`config.mk`:
```
export PLATFORM = sky130hd
export DESIGN_NAME = alu_arbiter
export DESIGN_NICKNAME = d
export VERILOG_FILES = /design/src/rtl/alu_arbiter.sv
export SDC_FILE = /design/constraint.sdc
export NUM_CORES = 1
export LEC_CHECK = 0
export CORE_MARGIN = 8
export CORE_UTILIZATION = 42
export CTS_CLUSTER_DIAMETER = 60
export CTS_CLUSTER_SIZE = 25
export DETAILED_ROUTE_END_ITERATION = 8
export GPL_ROUTABILITY_DRIVEN = 0
export PLACE_DENSITY_LB_ADDON = 0.05
export SLEW_MARGIN = 20
export SYNTH_ARGS = -nofsm -noshare
export SYNTH_HDL_FRONTEND = slang
export SYNTH_SLANG_ARGS = --single-unit
export TNS_END_PERCENT = 5
```
`constraint.sdc`:
```
create_clock -name clk -period 2.2 [get_ports clk]
set_clock_uncertainty 0.05 [all_clocks]
set_input_delay 0.44 -clock clk [delete_from_list [all_inputs] [get_ports clk]]
set_output_delay 0.44 -clock clk [all_outputs]
set_load 0.02 [all_outputs]
```
`src/rtl/alu_arbiter.sv`:
```
// Two-requester round-robin front end for a shared, registered-latency ALU.
// Per-requester carry registers keep addc/subc chains intact across interleaved use.
module alu_arbiter #(
    parameter int LATENCY = 2
) (
    input  logic        clk,
    input  logic        rst,
    input  logic        a_valid,
    input  logic        b_valid,
    output logic        a_ready,
    output logic        b_ready,
    input  logic [7:0]  a_rd,
    input  logic [7:0]  a_rr,
    input  logic [7:0]  a_op,
    input  logic [7:0]  b_rd,
    input  logic [7:0]  b_rr,
    input  logic [7:0]  b_op,
    output logic        a_resp_valid,
    output logic        b_resp_valid,
    input  logic        a_resp_ready,
    input  logic        b_resp_ready,
    output logic [15:0] resp_data,
    output logic        resp_c,
    output logic        resp_n,
    output logic        resp_z,
    output logic        resp_err,
    output logic [7:0]  alu_rd,
    output logic [7:0]  alu_rr,
    output logic [7:0]  alu_opcode,
    output logic        alu_ci,
    input  logic [15:0] alu_data,
    input  logic        alu_co,
    input  logic        alu_no,
    input  logic        alu_zo,
    output logic        busy
);
    localparam int CW = (LATENCY < 2) ? 1 : $clog2(LATENCY + 1);

    typedef enum logic [1:0] {
        S_IDLE = 2'd0,
        S_WAIT = 2'd1,
        S_RESP = 2'd2
    } state_t;

    state_t        r_state;
    state_t        w_state_next;
    logic [CW-1:0] r_cnt;
    logic          r_owner_b;
    logic          r_last_b;
    logic          r_carry_a;
    logic          r_carry_b;
    logic [15:0]   r_resp_data;
    logic          r_resp_c;
    logic          r_resp_n;
    logic          r_resp_z;
    logic          r_resp_err;
    logic [7:0]    r_alu_rd;
    logic [7:0]    r_alu_rr;
    logic [7:0]    r_alu_op;
    logic          r_alu_ci;
    logic          w_any;
    logic          w_grant_b;
    logic          w_legal;
    logic          w_consume;
    logic          w_cnt_zero;
    logic [7:0]    w_rd;
    logic [7:0]    w_rr;
    logic [7:0]    w_op;

    function automatic logic op_legal(input logic [7:0] op);
        logic ok;
        ok = 1'b0;
        case (op[7:4])
            4'h0, 4'h4, 4'h8, 4'h9, 4'hA,
            4'hC, 4'hD, 4'hE, 4'hF: ok = 1'b1;
            4'hB:                   ok = (op[1:0] == 2'b00);
            default:                ok = 1'b0;
        endcase
        return ok;
    endfunction

    // B wins when it is alone, or on contention when A was granted last.
    assign w_any      = a_valid | b_valid;
    assign w_grant_b  = b_valid & (~a_valid | ~r_last_b);
    assign w_rd       = w_grant_b ? b_rd : a_rd;
    assign w_rr       = w_grant_b ? b_rr : a_rr;
    assign w_op       = w_grant_b ? b_op : a_op;
    assign w_legal    = op_legal(w_op);
    assign w_consume  = r_owner_b ? b_resp_ready : a_resp_ready;
    assign w_cnt_zero = (r_cnt == {CW{1'b0}});

    assign busy         = (r_state != S_IDLE);
    assign a_resp_valid = (r_state == S_RESP) & ~r_owner_b;
    assign b_resp_valid = (r_state == S_RESP) & r_owner_b;
    assign resp_data    = r_resp_data;
    assign resp_c       = r_resp_c;
    assign resp_n       = r_resp_n;
    assign resp_z       = r_resp_z;
    assign resp_err     = r_resp_err;
    assign alu_rd       = r_alu_rd;
    assign alu_rr       = r_alu_rr;
    assign alu_opcode   = r_alu_op;
    assign alu_ci       = r_alu_ci;

    // State register.
    always_ff @(posedge clk or posedge rst) begin
        if (rst) begin
            r_state <= S_IDLE;
        end else begin
            r_state <= w_state_next;
        end
    end

    // Next state and accept strobes; ready is held low while reset is asserted.
    always_comb begin
        w_state_next = r_state;
        a_ready      = 1'b0;
        b_ready      = 1'b0;
        case (r_state)
            S_IDLE: begin
                if (w_any && !rst) begin
                    a_ready      = ~w_grant_b;
                    b_ready      = w_grant_b;
                    w_state_next = w_legal ? S_WAIT : S_RESP;
                end else begin
                    w_state_next = S_IDLE;
                end
            end
            S_WAIT: begin
                if (w_cnt_zero) begin
                    w_state_next = S_RESP;
                end else begin
                    w_state_next = S_WAIT;
                end
            end
            S_RESP: begin
                if (w_consume) begin
                    w_state_next = S_IDLE;
                end else begin
                    w_state_next = S_RESP;
                end
            end
            default: w_state_next = S_IDLE;
        endcase
    end

    // Operand launch, latency count, response capture and carry bookkeeping.
    always_ff @(posedge clk or posedge rst) begin
        if (rst) begin
            r_cnt       <= {CW{1'b0}};
            r_owner_b   <= 1'b0;
            r_last_b    <= 1'b1;
            r_carry_a   <= 1'b0;
            r_carry_b   <= 1'b0;
            r_resp_data <= 16'h0000;
            r_resp_c    <= 1'b0;
            r_resp_n    <= 1'b0;
            r_resp_z    <= 1'b0;
            r_resp_err  <= 1'b0;
            r_alu_rd    <= 8'h00;
            r_alu_rr    <= 8'h00;
            r_alu_op    <= 8'h00;
            r_alu_ci    <= 1'b0;
        end else begin
            case (r_state)
                S_IDLE: begin
                    if (w_any) begin
                        r_owner_b <= w_grant_b;
                        r_last_b  <= w_grant_b;
                        if (w_legal) begin
                            r_alu_rd <= w_rd;
                            r_alu_rr <= w_rr;
                            r_alu_op <= w_op;
                            r_alu_ci <= w_grant_b ? r_carry_b : r_carry_a;
                            r_cnt    <= CW'(LATENCY);
                        end else begin
                            r_resp_data <= 16'h0000;
                            r_resp_c    <= 1'b0;
                            r_resp_n    <= 1'b0;
                            r_resp_z    <= 1'b0;
                            r_resp_err  <= 1'b1;
                        end
                    end
                end
                S_WAIT: begin
                    if (w_cnt_zero) begin
                        r_resp_data <= alu_data;
                        r_resp_c    <= alu_co;
                        r_resp_n    <= alu_no;
                        r_resp_z    <= alu_zo;
                        r_resp_err  <= 1'b0;
                        if (r_owner_b) begin
                            r_carry_b <= alu_co;
                        end else begin
                            r_carry_a <= alu_co;
                        end
                    end else begin
                        r_cnt <= r_cnt - CW'(1);
                    end
                end
                default: begin
                end
            endcase
        end
    end
endmodule

```
==> metrics.md <==
| Metric | Value |
|---|---|
| Total number of nets in the final design | `roughly 480` |
| Cell chain of the critical path | `clkdlybuf4s50_1 -> a21boi_4 -> buf_6 -> o221a_4 -> o21ai_4 -> buf_12 -> mux2_4` |
| Worst reg2reg path startpoint | `r_last_b` |
| Worst slew margin relative to its limit | `about 80%` |
| Syn_nets | `348` |
| Die Y-Extent | `96.7 um` |
| Hold WC Path Type | `register to register` |
| Flops & latches, synth | `between 50 and 60` |
| Placed instance area | `~4100 sq um` |
| Most common library cell in the layout ignoring fill and taps | `sky130_fd_sc_hd__clkdlybuf4s50_1` |
| Cell type with the highest aggregate area in the netlist | `sky130_fd_sc_hd__dfrtp_1` |
| Clock Sink Count | `53` |
| Average via count per standard cell | `5.04` |
| Number of buffers inserted during clock tree synthesis | `5` |
| H-tree levels | `2` |
| Share of layout cells above drive strength 1 | `16.0%` |
| Power density over the cells | `about 1300 nW/um^2` |
| Maximum number of pins on one net before global-route repair | `42` |
| Total Die Area | `approximately 9300 sq um` |
| Syn Inst Count | `roughly 270` |
| Number of placement rows | `29` |
| Portion of the post-synthesis area used by sequential elements | `48.6%` |
| Final worst-path cycle share | `~90%` |
| Antenna violations before repair | `0` |
| Hold Violations, Final | `0` |
| Setup slack of the worst register-to-register path | `roughly 320 ps` |
| Top library cells by usage in the layout, fill and taps aside | `sky130_fd_sc_hd__clkdlybuf4s50_1, sky130_fd_sc_hd__nand2_1, sky130_fd_sc_hd__dfrtp_1` |
| Via count of the first global-routing pass | `roughly 2500` |
| Number of post-CTS setup repair buffers | `0` |
| Pins Over Slew Limit | `0` |
| Critical path endpoint category | `register` |
| Number of distinct library cells after synthesis | `33` |
| CTS tree | `built` |
| Pleak | `between 1.5 and 2 nW` |
| Post-Synthesis Mean Instance Area | `9.97 sq um` |
| Initial Util | `a little over two fifths` |
| Root buffer cell | `sky130_fd_sc_hd__clkbuf_8` |
| Length in cells of the worst reg-to-reg path | `6` |
| Transition at the pin with the smallest max-transition slack | `approximately 330 ps` |
| Area Growth Syn to Fin | `54.8%` |
| Category of the most critical setup path | `primary input to register` |
| Cell Area, Synth | `2730 sq um` |
| Worst hold endpoint | `r_carry_a` |
| DRT iter0 DRCs | `114` |
| Reg-to-Reg End | `alu_rr[7]` |
| Setup repair after global routing missed its margin | `no` |
| Required arrival time at the worst endpoint | `between 2000 and 2500 ps` |
| Maximum frequency from static timing analysis | `roughly 0.49 GHz` |
| Largest stage delay on the critical path | `about 500 ps` |
| First-pass GRT wire length | `13.1 mm` |
| Global route total overflow | `0` |
| Total routing usage reported by global routing | `16.5%` |
| Reported max-cap violation count | `0` |
| Count of unresolved DRC violations after routing | `0` |
| Clock slew seen by the registers of the worst setup and hold paths | `around 100 ps` |
| Horizontal die dimension | `a little under 100 um` |
| Hold Path Origin | `r_carry_a` |
| Crit-path max FO | `26` |
| Critical Path AT | `about 2200 ps` |
| First drt pass iteration count | `4` |
| Floorplan core area | `about 6300 sq um` |
| Total via count after detailed routing | `2432` |
| Post-route cell area | `roughly 4200 sq um` |
| IO Port Bufs | `between 100 and 150` |
| Clk Latency, worst-skew pair | `a little over 300 ps` |
| Half-perimeter wire length of the detailed placement result | `5.75 mm` |
| Worst path buffer plus inverter count | `3` |
| Outcome | `completed` |
| Maximum ir drop on the vdd rail | `approximately 740 uV` |
| Yosys warnings | `0` |
| I/O Pins | `~120` |
| Hold Path Stages | `1` |
| Clock tree buffer depth | `2` |
| Aggregate routed wire length | `7.67 mm` |
| Area share of the leading cell type in the synthesized netlist | `between 40% and 50%` |
| Routed wire per std cell | `15.9 um` |
| Period minus WS final | `slightly above 2000 ps` |
| Number of nets with antenna violations after routing | `0` |
| CP Launch Type | `primary input` |
| Cell type of the slowest stage on the worst timing path | `sky130_fd_sc_hd__clkdlybuf4s50_1` |
| Family of cells with the greatest summed delay on the critical path | `buffers and inverters` |
| Antenna cells | `0` |
| Final setup fails | `0` |
| Cell types with the largest area share after synthesis | `sky130_fd_sc_hd__dfrtp_1, sky130_fd_sc_hd__nand2_1, sky130_fd_sc_hd__mux2_4` |
| Final Core Density | `67.0%` |
| Total of hold buffers inserted after clock tree synthesis | `0` |
-- per-layer routing --
metal  share of wire [%]  track usage [%]
met5                   0                0
met4                 1.1             4.02
met3                 7.1             5.69
met2                  47             26.7
met1                  44             20.6
-- sequential cells by signal (all words and copies together) (netlist names), 2 cells and up --
register,flops
alu_opcode,8
alu_rd,8
alu_rr,8
r_cnt,2
r_state,2
resp_data,16
-- synthesized netlist by cell type --
cell                        n
sky130_fd_sc_hd__a211oi_1   1
sky130_fd_sc_hd__a21bo_1    1
sky130_fd_sc_hd__a21boi_4   1
sky130_fd_sc_hd__a21oi_1    2
sky130_fd_sc_hd__a221o_1    1
sky130_fd_sc_hd__a22oi_1   21
sky130_fd_sc_hd__a31oi_1    1
sky130_fd_sc_hd__and3b_1    2
sky130_fd_sc_hd__buf_12     2
sky130_fd_sc_hd__buf_2      1
sky130_fd_sc_hd__buf_4      1
sky130_fd_sc_hd__buf_6      1
sky130_fd_sc_hd__clkbuf_1  11
sky130_fd_sc_hd__dfrtp_1   52
sky130_fd_sc_hd__dfstp_2    1
sky130_fd_sc_hd__ha_1       1
sky130_fd_sc_hd__inv_1      5
sky130_fd_sc_hd__mux2_2     8
sky130_fd_sc_hd__mux2_4    20
sky130_fd_sc_hd__nand2_1   98
sky130_fd_sc_hd__nand2b_1   1
sky130_fd_sc_hd__nor2_1     6
sky130_fd_sc_hd__nor2_2     2
sky130_fd_sc_hd__nor2b_1    2
sky130_fd_sc_hd__nor3_1     2
sky130_fd_sc_hd__nor3b_1    1
sky130_fd_sc_hd__o211ai_1   2
sky130_fd_sc_hd__o21ai_0   21
sky130_fd_sc_hd__o21ai_4    1
sky130_fd_sc_hd__o21ba_2    1
sky130_fd_sc_hd__o221a_4    2
sky130_fd_sc_hd__o32ai_1    1
sky130_fd_sc_hd__or3_1      1
-- area by class of cell --
type                    count  area, sq um
inverters                   5         18.8
flip-flops and latches     53         1330
repair buffers            140         1390
fillers                   543         2080
multi-input cells         200         1280
clock buffers               5         68.8
clock inverters             3         46.3
well taps                  77         96.3
-- what timing repair did --
action	CTS	global route
pin swaps	0	0
gates resized for setup	3	8
setup endpoints to repair	3	19
gates cloned	0	0
-- kinds of logic after synthesis --
logic type                 share of synthesized area [%]
muxes                                               14.3
buffers and inverters                               4.53
DFF                                                 48.6
and+or+nand+nor                                     16.9
AOI/OAI and AO/OA                                   15.2
adders and majority gates                          0.458
-- how the worst max path moves through the flow --
| stage | to | depth (start not counted) | slack [ps] | from |
|---|---|---|---|---|
| final | alu_rr[6] | 7 | 170 | a_valid |
| after global routing | resp_data[14] | 8 | 50 | a_valid |
| after CTS | b_resp_valid | 3 | 30 | r_state[0] |
| after detailed placement | alu_rd[4] | 7 | -250 | a_valid |
| after global placement | alu_rr[6] | 7 | -220 | a_valid |
| after floorplan | b_ready | 4 | 330 | b_valid |
-- power breakdown --
part / leakage (nW) / total, mW / switching, mW / internal [mW]
Clock: 0.0543 / 0.686 / 0.345 / 0.341
Sequential: 0.664 / 1.79 / 0.326 / 1.47
Combinational: 1.24 / 3.21 / 1.54 / 1.67
Total: 1.96 / 5.68 / 2.21 / 3.47
-- stage by stage --
stage / power [mW] / instances / worst slack, ps / setup TNS [ps] / hold WS (ps)
3_3_place_gp: 5.00 / 475 / -222 / -9330 / 437
5_1_grt: 6.06 / 483 / 48.5 / 0 / 486
2_1_floorplan: 3.61 / 274 / 327 / 0 / 429
4_1_cts: 5.75 / 483 / 28.8 / 0 / 473
3_5_place_dp: 5.07 / 475 / -247 / -10390 / 446
6_report: 5.68 / 483 / 168 / 0 / 470
Power figures use the tool's default switching activity.
